[config.mk]
export PLATFORM = sky130hd
export DESIGN_NAME = repairmb_degrade_initiator_flat
export DESIGN_NICKNAME = d
export VERILOG_FILES = /design/src/rtl/repairmb_degrade_initiator_if.sv /design/src/rtl/repairmb_degrade_initiator.sv /design/src/flat_wrapper.sv
export SDC_FILE = /design/constraint.sdc
export NUM_CORES = 1
export LEC_CHECK = 0
export ABC_AREA = 1
export CAP_MARGIN = 20
export CORE_ASPECT_RATIO = 0.9
export CORE_MARGIN = 1
export CORE_UTILIZATION = 38
export DETAILED_ROUTE_END_ITERATION = 10
export GPL_TIMING_DRIVEN = 0
export PLACE_DENSITY = 0.72
export SLEW_MARGIN = 20
export SYNTH_ARGS = -nofsm -noshare
export SYNTH_HDL_FRONTEND = slang
export SYNTH_SLANG_ARGS = --single-unit
[constraint.sdc]
create_clock -name CLK -period 1.55 [get_ports CLK]
set_input_delay 0.31 -clock CLK [delete_from_list [all_inputs] [get_ports CLK]]
set_output_delay 0.31 -clock CLK [all_outputs]
set_load 0.01 [all_outputs]
[src/rtl/repairmb_degrade_initiator_if.sv]
// Sideband / lane-result bundle for the REPAIRMB degrade initiator.
//   master : the initiator (drives o_*, samples i_*)
//   slave  : the environment (lane checker results, sideband TX/RX, training FSM)
// Signals:
//   i_start, i_second_check            run control from the training sequencer
//   i_result_valid, i_lane_result      per-lane D2C point-test results
//   o_sb_valid, i_sb_ready, o_sb_lanes sideband request carrying the lanes code
//   i_sb_rsp_valid, i_sb_rsp_lanes     partner echo of the lanes code
//   o_done + one of o_continue / o_go_to_repeat / o_go_to_train_error
interface repairmb_degrade_initiator_if #(
    parameter int NUM_LANES = 16
);
    logic                 i_start;
    logic                 i_second_check;
    logic                 i_result_valid;
    logic [NUM_LANES-1:0] i_lane_result;
    logic                 o_sb_valid;
    logic                 i_sb_ready;
    logic [1:0]           o_sb_lanes;
    logic                 i_sb_rsp_valid;
    logic [1:0]           i_sb_rsp_lanes;
    logic                 o_done;
    logic                 o_continue;
    logic                 o_go_to_repeat;
    logic                 o_go_to_train_error;

    modport master (
        input  i_start, i_second_check, i_result_valid, i_lane_result,
               i_sb_ready, i_sb_rsp_valid, i_sb_rsp_lanes,
        output o_sb_valid, o_sb_lanes, o_done, o_continue,
               o_go_to_repeat, o_go_to_train_error
    );

    modport slave (
        output i_start, i_second_check, i_result_valid, i_lane_result,
               i_sb_ready, i_sb_rsp_valid, i_sb_rsp_lanes,
        input  o_sb_valid, o_sb_lanes, o_done, o_continue,
               o_go_to_repeat, o_go_to_train_error
    );
endinterface

[src/rtl/repairmb_degrade_initiator.sv]
// Module-side initiator of the MBINIT.REPAIRMB degrade exchange.
// Reduces per-lane point-test results to a 2-bit functional-lanes code
// ({hi_half_ok, lo_half_ok}), sends it over sideband, waits for the partner
// echo and reports continue / repeat / train-error with a one-cycle done.
// A second pass (i_second_check=1) confirms the code matches the last
// first-pass code.
// Ports:
//   CLK    clock
//   rst_n  synchronous active-low reset
//   bus    repairmb_degrade_initiator_if.master (handshake + result flags)
// Optional feature: define REPAIRMB_RSP_TIMEOUT_EN to enable the WAIT_RSP
// timeout (TIMEOUT_CYC cycles, TMR_W-bit saturating timer). Without it the
// initiator waits for a response or abort indefinitely.
module repairmb_degrade_initiator #(
    parameter int NUM_LANES   = 16,
    parameter int TIMEOUT_CYC = 8000,
    parameter int TMR_W       = 16
) (
    input  logic                          CLK,
    input  logic                          rst_n,
    repairmb_degrade_initiator_if.master  bus
);
    typedef enum logic [2:0] {IDLE, WAIT_RES, SEND, WAIT_RSP, FIN} state_t;

    state_t     state;
    logic       sc;
    logic [1:0] code;
    logic [1:0] prev_code;
    logic       sb_valid;
    logic [1:0] sb_lanes;
    logic       done, cont, rep, err;

    logic [1:0] lane_code;
    logic       rsp_match;
    logic       timeout;
    logic       dec_cont, dec_rep, dec_err;

    assign lane_code = {&bus.i_lane_result[NUM_LANES-1:NUM_LANES/2],
                        &bus.i_lane_result[NUM_LANES/2-1:0]};
    assign rsp_match = bus.i_sb_rsp_valid && (bus.i_sb_rsp_lanes == code);

`ifdef REPAIRMB_RSP_TIMEOUT_EN
    logic [TMR_W-1:0] timer;

    assign timeout = (timer == TMR_W'(TIMEOUT_CYC - 1));

    always_ff @(posedge CLK) begin
        if (!rst_n)
            timer <= '0;
        else if (state == SEND)
            timer <= '0;
        else if (state == WAIT_RSP && timer != '1)
            timer <= timer + 1'b1;
    end
`else
    assign timeout = 1'b0;
`endif

    // Outcome if the exchange finishes this cycle. Anything that is not a
    // matching echo (mismatch or timeout) lands in train error.
    always_comb begin
        dec_cont = 1'b0;
        dec_rep  = 1'b0;
        dec_err  = 1'b1;
        if (rsp_match) begin
            if (sc) begin
                if (code == prev_code) begin
                    dec_cont = 1'b1;
                    dec_err  = 1'b0;
                end
            end else begin
                case (code)
                    2'b11:        begin dec_cont = 1'b1; dec_err = 1'b0; end
                    2'b01, 2'b10: begin dec_rep  = 1'b1; dec_err = 1'b0; end
                    default:      ;
                endcase
            end
        end
    end

    always_ff @(posedge CLK) begin
        if (!rst_n) begin
            state     <= IDLE;
            sc        <= 1'b0;
            code      <= 2'b00;
            prev_code <= 2'b00;
            sb_valid  <= 1'b0;
            sb_lanes  <= 2'b00;
            done      <= 1'b0;
            cont      <= 1'b0;
            rep       <= 1'b0;
            err       <= 1'b0;
        end else begin
            done <= 1'b0;
            cont <= 1'b0;
            rep  <= 1'b0;
            err  <= 1'b0;
            if (state != IDLE && !bus.i_start) begin
                // Abort: silent return to IDLE, prev_code preserved.
                state    <= IDLE;
                sb_valid <= 1'b0;
                sb_lanes <= 2'b00;
            end else begin
                case (state)
                    IDLE: if (bus.i_start) begin
                        sc    <= bus.i_second_check;
                        state <= WAIT_RES;
                    end
                    WAIT_RES: if (bus.i_result_valid) begin
                        code     <= lane_code;
                        sb_valid <= 1'b1;
                        sb_lanes <= lane_code;
                        state    <= SEND;
                    end
                    SEND: if (bus.i_sb_ready) begin
                        sb_valid <= 1'b0;
                        sb_lanes <= 2'b00;
                        state    <= WAIT_RSP;
                    end
                    WAIT_RSP: if (bus.i_sb_rsp_valid || timeout) begin
                        done  <= 1'b1;
                        cont  <= dec_cont;
                        rep   <= dec_rep;
                        err   <= dec_err;
                        state <= FIN;
                        if (!sc)
                            prev_code <= code;
                    end
                    FIN:     state <= IDLE;
                    default: state <= IDLE;
                endcase
            end
        end
    end

    assign bus.o_sb_valid          = sb_valid;
    assign bus.o_sb_lanes          = sb_lanes;
    assign bus.o_done              = done;
    assign bus.o_continue          = cont;
    assign bus.o_go_to_repeat      = rep;
    assign bus.o_go_to_train_error = err;
endmodule

[src/flat_wrapper.sv]
// flat-port wrapper written by rule: the top's interface ports become plain ports
module repairmb_degrade_initiator_flat 
#(
    parameter int NUM_LANES   = 16,
    parameter int TIMEOUT_CYC = 8000,
    parameter int TMR_W       = 16
)
  (CLK, rst_n, bus_i_start, bus_i_second_check, bus_i_result_valid, bus_i_lane_result, bus_i_sb_ready, bus_i_sb_rsp_valid, bus_i_sb_rsp_lanes, bus_o_sb_valid, bus_o_sb_lanes, bus_o_done, bus_o_continue, bus_o_go_to_repeat, bus_o_go_to_train_error);
  repairmb_degrade_initiator_if #(.NUM_LANES(NUM_LANES)) bus_i ();
  input  logic CLK;
  input  logic rst_n;
  input wire logic [$bits(bus_i.i_start)-1:0] bus_i_start;
  input wire logic [$bits(bus_i.i_second_check)-1:0] bus_i_second_check;
  input wire logic [$bits(bus_i.i_result_valid)-1:0] bus_i_result_valid;
  input wire logic [$bits(bus_i.i_lane_result)-1:0] bus_i_lane_result;
  input wire logic [$bits(bus_i.i_sb_ready)-1:0] bus_i_sb_ready;
  input wire logic [$bits(bus_i.i_sb_rsp_valid)-1:0] bus_i_sb_rsp_valid;
  input wire logic [$bits(bus_i.i_sb_rsp_lanes)-1:0] bus_i_sb_rsp_lanes;
  output wire logic [$bits(bus_i.o_sb_valid)-1:0] bus_o_sb_valid;
  output wire logic [$bits(bus_i.o_sb_lanes)-1:0] bus_o_sb_lanes;
  output wire logic [$bits(bus_i.o_done)-1:0] bus_o_done;
  output wire logic [$bits(bus_i.o_continue)-1:0] bus_o_continue;
  output wire logic [$bits(bus_i.o_go_to_repeat)-1:0] bus_o_go_to_repeat;
  output wire logic [$bits(bus_i.o_go_to_train_error)-1:0] bus_o_go_to_train_error;
  assign bus_i.i_start = bus_i_start;
  assign bus_i.i_second_check = bus_i_second_check;
  assign bus_i.i_result_valid = bus_i_result_valid;
  assign bus_i.i_lane_result = bus_i_lane_result;
  assign bus_i.i_sb_ready = bus_i_sb_ready;
  assign bus_i.i_sb_rsp_valid = bus_i_sb_rsp_valid;
  assign bus_i.i_sb_rsp_lanes = bus_i_sb_rsp_lanes;
  assign bus_o_sb_valid = bus_i.o_sb_valid;
  assign bus_o_sb_lanes = bus_i.o_sb_lanes;
  assign bus_o_done = bus_i.o_done;
  assign bus_o_continue = bus_i.o_continue;
  assign bus_o_go_to_repeat = bus_i.o_go_to_repeat;
  assign bus_o_go_to_train_error = bus_i.o_go_to_train_error;
  repairmb_degrade_initiator #(.NUM_LANES(NUM_LANES), .TIMEOUT_CYC(TIMEOUT_CYC), .TMR_W(TMR_W)) u_core (.CLK(CLK), .rst_n(rst_n), .bus(bus_i));
endmodule
==> qor_table.md <==
| Stage | Parameter | This run |
|---|---|---|
| cts | Post-CTS setup repair buffer count | 0 |
| placed design | Total half-perimeter wirelength after legalization and detailed placement | 1350 um |
| cells and area | Final-layout fill cell count | 183 |
| yosys | Top area cells in the synthesized netlist | dfxtp_1 38%, nand2_1 11%, nor2_1 7.2%, inv_1 6.7%, nand3_1 4.5% |
| setup path | Worst setup endpoint | bus_o_sb_lanes[1] |
| detailed routing | Number of routed nets with antenna violations | 0 |
| cts | Clock transition at the registers of the reported paths | 90 ps |
| setup path | Critical Path Source Type | flop |
| grt | Total global routing overflow | 0 |
| floorplanning | Standard cell core area | 0.00193 mm2 |
| yosys | Yosys warns | 0 |
| sta | Slew headroom | 0.789 |
| cells and area | P&R area growth vs syn | 47.0% |
| cts | Count of clock tree sinks | 15 |
| floorplanning | Area enclosed by the die boundary | 0.00224 mm2 |
| setup path | Crit-path max FO | 2 |
| sta | Setup TNS | 0 ps |
| detailed routing | Vias | 803 |
| cells and area | Post-route cell area | 0.00115 mm2 |
| placed design | Buffers on Ports | 31 |
| power | Peak supply drop | 0.516 mV |
| detailed routing | Pre-Repair DR Iteration Count | 4 |
| setup path | Nature of the critical path endpoint | output port |
| placed design | Total cell area at the placement stage | 0.00112 mm2 |
| yosys | Post-synth top flop | dfxtp_1 |
| cts | Clock Tree Root | clkbuf_4 |
| yosys | Cell area after synthesis | 782 um2 |
| detailed routing | Vias per std cell | 4.81 |
| setup path | Ordered cell list for the critical path | clkdlybuf4s50_1 |
| cells and area | Fraction of final layout cells sized beyond drive strength 1 | 0.106 |
| yosys | Number of synthesized register bits | 15 |
| yosys | Dominant cell type by area after synthesis | dfxtp_1 |
| yosys | Post-Syn Nets | 134 |
| yosys | Sequential area share after synthesis | 0.384 |
| setup path | Setup slack on the worst flop-to-flop path | 300 ps |
| yosys | Area share of the largest cell type after synthesis | 0.384 |
| sta | Final period utilization | 0.948 |
| hold path | Hold/Removal Path Class | reg -> reg |
| detailed routing | Routed wl met3 | 110 um |
| detailed routing | Top routing layer in use | met4 |
| floorplanning | Number of top-level design ports | 32 |
| setup path | Endpoint of the lowest-slack register-to-register path | u_core.code[1] |
| sta | Final number of setup-violating endpoints | 0 |
| flow run | Total of max-cap violations | 0 |
| sta | Final critical-path required period | 1470 ps |
| cells and area | Register area | 300 um2 |
| setup path | Total number of cells along the worst setup path | 1 |
| sta | Max Slew Vio Count | 0 |
| cells and area | End-of-flow core utilization | 0.595 |
| grt | Largest net degree at the start of global routing | 9 |
| grt | Overall Global Routing Usage | 0.167 |
| yosys | Synth top cells by count | 23 x nand2_1, 15 x dfxtp_1, 15 x nor2_1 |
| sta | Unrepaired setup endpoints after global routing | false |
| cells and area | Final net count | 170 |
| cts | Quantity of hold-fixing buffers added after cts | 0 |
| yosys | Syn Inst Count | 107 |
| cts | Count of H-tree levels built during CTS | 1 |
| power | Power density of the placed cells | 1040 mW/mm2 |
| floorplanning | Effective utilization at floorplan | 0.405 |
| detailed routing | Detailed-route wire length | 1650 um |
| yosys | Async set-or-reset flop fraction in the synthesized netlist | 0 |
| cts | Clk buf depth | 2 |
| detailed routing | Post-Route M1 WL | 706 um |
| detailed routing | Number of design rule violations left after detail routing | 0 |
| setup path | Arrival time reported for the critical path endpoint | 1160 ps |
| cts | Later-pin clock latency in the skew report | 280 ps |
| floorplanning | Number of placement rows | 15 |
| placed design | GPL Wtd Cong | 0.785 |
| cells and area | Area used by multi-input combinational logic | 425 um2 |
| grt | Antenna violations before repair | 0 |
| cells and area | Count of inserted antenna diode cells | 0 |
| setup path | Count of buffering cells on the critical path with inverters included | 1 |
| setup path | Worst Path Class, Setup | reg -> out |
| yosys | Post-synthesis average cell area | 7.31 um2 |
| hold path | Worst hold start | u_core.bus.o_sb_valid |
| detailed routing | Avg WL per Cell | 9.85 um |
| sta | Count of final hold-check violations | 0 |
| power | Total Power | 0.00119 W |
| floorplanning | Horizontal die dimension | 49.8 um |
| sta | Highest Clock Rate | 0.681 GHz |
| detailed routing | Violation count after the first detailed-route iteration | 10 |
| cts | Cts repair resizes | 0 |
| sta | Slew at the pin closest to its max-slew limit | 315 ps |
| setup path | CP max-delay cell | clkdlybuf4s50_1 |
| cts | CTS tree | yes |
| setup path | Crit path largest cell delay | 540 ps |
| setup path | WP data required | 1240 ps |
| setup path | R2r worst-path depth | 7 |
| grt | Global-route wire length before repair | 2810 um |
| setup path | Launching point of the worst reg2reg path | u_core.state[0] |
| setup path | Critical path launch point | u_core.bus.o_sb_lanes[1] |
| yosys | Count of different cell masters after synthesis | 22 |
| setup path | Cell class contributing the biggest share of worst-path delay | buffers and inverters |
| grt | Vias in the first global route | 728 |
| sta | Layout Skew | 1.31 ps |
| floorplanning | Vert. Die Dim | 45.0 um |
| yosys | Cell with the most instances after synthesis | nand2_1 |
| status | Status | completed |
| power | Static leakage | 0.484 nW |
| yosys | Number of flops mapped to enable cells by yosys | 0 |
| cts | Number of buffers added by the clock tree synthesis step | 3 |
| detailed routing | Wire length on met2 | 813 um |
[state kept, by name, summed over array words and instances, names as in the netlist]
name                            cells
u_core.bus.o_sb_lanes               2
u_core.bus.o_go_to_train_error      1
u_core.code                         2
u_core.state                        3
u_core.sc                           1
u_core.bus.o_continue               1
u_core.bus.o_sb_valid               1
u_core.prev_code                    2
u_core.bus.o_go_to_repeat           1
u_core.bus.o_done                   1
[power breakdown]
part / internal [W] / switching, W / total, W
registers: 0.000436 / 0.0000582 / 0.000494
logic: 0.000197 / 0.000275 / 0.000472
clock network: 0.0000998 / 0.000124 / 0.000224
[cells by family (layout without fill, tap and decap cells)]
group	Yosys count	in the layout	synth area share
AOI/OAI and AO/OA	13	13	0.0960
and+or+nand+nor	61	61	0.405
xor gates and xnor gates	1	1	0.0112
DFF	15	15	0.384
buffers and inverters	15	50	0.0720
adders and majority gates	2	2	0.0320
[worst reg2reg max path: cells and delay by family (launching register included)]
kind                   cells  cell delay (ps)
AO/OA/AOI/OAI              1              160
buffers and inverters      2              190
flip-flops                 1              440
AND/OR/NAND/NOR            4              370
[stage by stage]
step,worst slack [ps],cells,hold WS (ps)
6_report,81.2,167,468
5_1_grt,25.0,167,501
2_1_floorplan,463,107,430
3_3_place_gp,12.8,163,452
4_1_cts,70.5,167,470
3_5_place_dp,22.4,163,455
[worst min path at each step]
| stage | endpoint | slack (ps) | cells past startpoint |
|---|---|---|---|
| after floorplan | u_core.prev_code[1] | 430 | 2 |
| after global placement | u_core.bus.o_sb_valid | 450 | 2 |
| after detailed placement | u_core.bus.o_sb_valid | 460 | 2 |
| after CTS | u_core.bus.o_sb_lanes[0] | 470 | 2 |
| after global routing | u_core.bus.o_sb_lanes[1] | 500 | 2 |
| final | u_core.bus.o_sb_valid | 470 | 2 |
[cell usage in the layout, fill, tap and decap left out]
| cell type | n |
|---|---|
| nand2_2 | 2 |
| ha_1 | 2 |
| a21boi_1 | 1 |
| nor2_1 | 15 |
| clkdlybuf4s50_1 | 31 |
| inv_2 | 1 |
| xnor2_1 | 1 |
| inv_1 | 14 |
| nand2_1 | 23 |
| nand3b_1 | 1 |
| nor3_4 | 1 |
| nand3_1 | 7 |
| o22ai_1 | 1 |
| a21oi_1 | 5 |
| a21oi_2 | 1 |
| nor2_4 | 2 |
| o21ai_0 | 4 |
| nand3_2 | 2 |
| clkbuf_4 | 3 |
| a21boi_0 | 1 |
| dfxtp_1 | 15 |
| clkbuf_1 | 1 |
| nand4_1 | 5 |
| nor2_2 | 1 |
| nand2_4 | 2 |
[metal layers]
layer	vias to the layer above	global-route usage
met5	-	0
li1	415	-
met3	2	0.0303
met4	0	0.0857
met2	29	0.303
met1	357	0.190
[cell type report]
class | instances | area share
clock buffers | 4 | 0.0229
flip-flops and latches | 15 | 0.261
well taps | 25 | 0.0272
inverters | 15 | 0.0490
multi-input cells | 77 | 0.370
repair buffers | 31 | 0.270
(Power assumes the default switching activity.)
